$ cat config.mk
export PLATFORM = sky130hd
export DESIGN_NAME = twod_counter_pipe
export DESIGN_NICKNAME = d
export VERILOG_FILES = /design/src/rtl/twod_counter_pipe.sv
export SDC_FILE = /design/constraint.sdc
export NUM_CORES = 1
export LEC_CHECK = 0
export ABC_AREA = 1
export CAP_MARGIN = 20
export CORE_MARGIN = 10
export CORE_UTILIZATION = 28
export CTS_CLUSTER_DIAMETER = 60
export DETAILED_ROUTE_END_ITERATION = 8
export PLACE_DENSITY = 0.45
export SYNTH_ARGS = -nofsm -noshare
export SYNTH_HDL_FRONTEND = slang
export SYNTH_SLANG_ARGS = --single-unit
$ cat constraint.sdc
create_clock -name clk -period 1.9 [get_ports clk]
set_input_delay 0.38 -clock clk [delete_from_list [all_inputs] [get_ports clk]]
set_output_delay 0.38 -clock clk [all_outputs]
set_load 0.01 [all_outputs]
$ cat src/rtl/twod_counter_pipe.sv
// twod_counter_pipe: WIDTH-bit event counter split into STAGES digit stages.
// Carries ripple one stage per clock, so a new increment can be taken every
// cycle while earlier carries are still travelling up the digit chain. A carry
// out of the top digit is held in ovf until the consumer takes it. While ovf
// is waiting, the whole wavefront freezes.
module twod_counter_pipe #(
  parameter int WIDTH = 32,
  parameter int DIGIT = 1
) (
  input  logic             clk,
  input  logic             init,
  input  logic             inc_valid,
  output logic             inc_ready,
  input  logic             load_valid,
  input  logic [WIDTH-1:0] load_value,
  output logic             load_ready,
  output logic [WIDTH-1:0] count,
  output logic             settled,
  output logic             ovf_valid,
  input  logic             ovf_ready
);

  localparam int STAGES = WIDTH / DIGIT;

  // Digit registers, stage 0 in the least significant position.
  logic [STAGES-1:0][DIGIT-1:0] digit;
  logic [STAGES-1:0][DIGIT-1:0] digit_nxt;
  // carry[i] is the carry waiting to enter stage i. Stage 0 takes its carry
  // from an accepted increment, so carry[0] is always held at zero.
  logic [STAGES-1:0]            carry;
  logic [STAGES-1:0]            cin;
  logic [STAGES-1:0]            cout;
  logic                         ovf;
  logic                         stall;
  logic                         load_fire;
  logic                         inc_fire;

  // Handshake control: a pending overflow that is not being taken freezes
  // everything. A load is taken only when no carry is in flight, and it wins
  // over an increment in the same cycle.
  always_comb begin
    stall      = ovf & ~ovf_ready;
    settled    = ~|carry;
    load_ready = ~init & ~stall & settled;
    load_fire  = load_valid & load_ready;
    inc_ready  = ~init & ~stall & ~load_fire;
    inc_fire   = inc_valid & inc_ready;
  end

  // Per-stage add of the incoming carry and detection of the outgoing carry.
  always_comb begin
    cin       = carry;
    cin[0]    = inc_fire;
    cout      = '0;
    digit_nxt = digit;
    for (int i = 0; i < STAGES; i++) begin
      cout[i]      = cin[i] & (&digit[i]);
      digit_nxt[i] = digit[i] + DIGIT'(cin[i]);
    end
  end

  // State update: init clears everything. A stall freezes digits, carries
  // and ovf. Otherwise the wavefront advances by one stage, or a load
  // replaces the digits. The carries are already all zero when a load is
  // accepted, so they stay zero.
  always_ff @(posedge clk) begin
    if (init) begin
      digit <= '0;
      carry <= '0;
      ovf   <= 1'b0;
    end else if (!stall) begin
      if (load_fire) begin
        digit <= load_value;
      end else begin
        digit <= digit_nxt;
      end
      carry[0] <= 1'b0;
      for (int i = 1; i < STAGES; i++) begin
        carry[i] <= cout[i-1];
      end
      // A new top carry keeps ovf set even if the consumer takes the old one
      // on the same edge. When not stalled with ovf set, ovf_ready is high,
      // so clearing here completes the handshake.
      if (cout[STAGES-1]) begin
        ovf <= 1'b1;
      end else if (ovf_ready) begin
        ovf <= 1'b0;
      end
    end
  end

  assign count     = digit;
  assign ovf_valid = ovf;

endmodule
==> results by group <==
Global routing
  – Total gr overflow: 0
  – Initial antenna violation count: 0
  – Vias in the first global route: 3168
  – GRT Resource Usage Total: 0.1238
  – Met2 Use GR: 0.1975
  – First-pass GRT wire length: 16500 um
  – GR peak layer: met2
  – Largest net degree at the start of global routing: 41
  – Grt met3 use: 0.02977
  – Met1 Usage GRT: 0.1575

Timing
  – Setup-failing EPs final: 0
  – Final period util: 0.9796
  – Final Skew: 0.009364 ns
  – Final hold viol count: 0
  – FMAX: 0.5373 GHz
  – Pins Over Slew Limit: 0
  – Unrepaired setup endpoints after global routing: yes
  – Least-Margin Pin Slew: 0.5291 ns
  – Min cycle time layout: 1.861 ns
  – Rel. slew slack: 0.6473

Layout
  – # nets final: 544
  – Util after Layout: 0.4200
  – Area of the multi-input gates: 1951 um^2
  – Fill count: 1148
  – Area delta synth->final: 44.96%
  – Share of cells above drive strength 1: 0.3083
  – ANT cells: 0
  – Post-route cell area: 4857 um^2
  – Seq. cell area: 1289 um^2

Routing
  – Via count: 2915
  – Vias/cell: 4.679
  – First drt pass iteration count: 4
  – WL final: 9995 um
  – Remaining DRCs: 0
  – DRT iter0 DRCs: 108
  – Wire per inst: 16.04 um
  – ANT nets after route: 0

Clock network
  – Clock Path Buffers: 2
  – # hold bufs at CTS: 0
  – Worst-skew pair later-pin latency: 0.33 ns
  – Num CTS Buffers: 9
  – CTS clock-pin slew for the worst setup and hold paths: 0.05 ns
  – H-tree depth: 3
  – Clock sinks: 64
  – CTS tree: yes
  – Root Buffer: clkbuf_16

Floorplanning
  – Die Footprint: 16740 um^2
  – Core area: 11560 um^2
  – IO Pins: 73
  – Cell row count: 39
  – Chip height: 129.4 um
  – Die Span X: 129.4 um
  – Initial core utilization: 0.2897

Pwr
  – P_sw: 0.8177 mW
  – Switching share of power: 0.2265
  – Internal: 2.793 mW
  – VDD IR-drop max: 0.4320 mV
  – Sequential power share: 0.399
  – Total chip power: 3.611 mW
  – Logic pwr share: 0.122
  – Clock group share of total power: 0.479
  – Pwr dens: 743.4 nW/um^2
  – Leakage: 2.365 nW

Synthesis
  – Share of the synthesized area in the top cell type: 0.3824
  – Area leader, netlist: dfxtp_1
  – Asr flop ratio synth: 0
  – Cells after Synth: 373
  – Sequential-to-total area share from yosys stat: 0.3824
  – Ys Warns: 0
  – Syn Nets: 442
  – Main synth FF type: dfxtp_1
  – Flops & latches, synth: 64
  – Synth area leaders: dfxtp_1 38%, nand3_2 18%, ha_1 12%
  – Syn_area_per_cell: 8.983 um^2
  – Post-synth EDFFs: 0
  – Yosys cell types: 24
  – Mapped cell area: 3351 um^2

Placement
  – GP Congestion: 0.7556
  – Final HPWL DP: 7025 um
  – Placed cell area: 4489 um^2
  – Number of port buffers: 72

Run status
  – Status: complete, no violations

Setup path
  – Kind of critical path: in2out
  – Max FO, Critical Path: 2
  – Crit path DAT: 1.48 ns
  – Required time of the critical path: 1.52 ns
  – Crit. End Element: output pin
  – CP Launch Type: primary input

Hold path
  – HP Class: reg2reg

Flow run
  – MaxCap Viol Count: 0
[final timing paths]
kind | from | end | slack (ns) | cells after the start
setup / recovery | ovf_ready | load_ready | 0.04 | 6
hold / removal | carry[26] | carry[26] | 0.50 | 2
setup reg to reg | carry[30] | count[6] | 0.16 | 10
hold reg to reg | carry[26] | carry[26] | 0.50 | 2
[cells in the final DEF, fill, tap and decap left out, types with 3 or more instances in the layout]
cell and n:
clkdlybuf4s50_1 69, nand3_2 60, dfxtp_1 60, nor2_1 57, buf_4 42, nand2_1 39, nand4_1 32, ha_1 32
o21ai_0 24, clkbuf_16 9, nor2_2 8, a22o_1 7, nor2_4 5, inv_1 4, nand3_1 4, clkbuf_8 4
buf_12 4, nand2_2 3, dfxtp_2 3, buf_2 3
[per-layer routing]
metal  vias up  routed length, um
met3         9                462
met5         -                  0
li1       1509                  -
met4         0                135
met1      1349               4846
met2        48               4551
[kinds of logic after synthesis]
family          synth area share
compound gates           0.05713
buf+inv                  0.05003
fa+ha+maj                 0.1195
simple gates              0.3910
flops                     0.3824
[per-stage QoR]
step / TNS [ns] / setup WS (ns) / hold WS, ns / std cells
detailed placement: -5.971 / -0.4046 / 0.4826 / 606
global placement: -5.176 / -0.3701 / 0.4808 / 606
CTS: 0 / 0.004979 / 0.4892 / 624
finish: 0 / 0.03883 / 0.4952 / 623
floorplan: 0 / 0.2831 / 0.4472 / 373
global route: -0.05822 / -0.04071 / 0.5304 / 623
[registers in the layout (all words and copies together), names as in the netlist]
register / flops
ovf_valid: 1
carry: 31
count: 32
[what timing repair did]
| item | CTS | global route |
|---|---|---|
| gates resized for setup | 18 | 15 |
| buffers inserted | 2 | 0 |
| endpoints found under the setup margin | 6 | 35 |
| pin swaps | 6 | 14 |
[synthesized netlist by cell type, drive strengths merged, types with 2 or more instances]
cell and number:
a21oi 2, a22o 7, buf 12, clkbuf 15, dfxtp 64, ha 32, inv 5, nand2 42
nand3 65, nand4 32, nor2 71, o21ai 24
[final cells by class]
type / instances / area share
Multi-Input combinational cell: 277 / 0.4016
Sequential cell: 64 / 0.2653
Timing Repair Buffer: 118 / 0.2267
Clock buffer: 14 / 0.05847
Tap cell: 143 / 0.03684
Clock inverter: 2 / 0.007213
Inverter: 5 / 0.003864
[power by group through the flow]
stage          Combinational (mW)  Clock (mW)  Sequential, mW
2_1_floorplan               0.182           0            1.49
3_3_place_gp                0.446           0            1.47
3_5_place_dp                0.449           0            1.47
4_1_cts                     0.451        1.78            1.44
5_1_grt                     0.481        1.82            1.45
6_report                    0.441        1.73            1.44
[worst max-delay path, stage by stage]
cell and delay, ns:
clkdlybuf4s50_1 0.50, nor2_4 0.06, nor2_4 0.11, inv_1 0.08, nor3_1 0.19, buf_2 0.17
(Power assumes the default switching activity.)
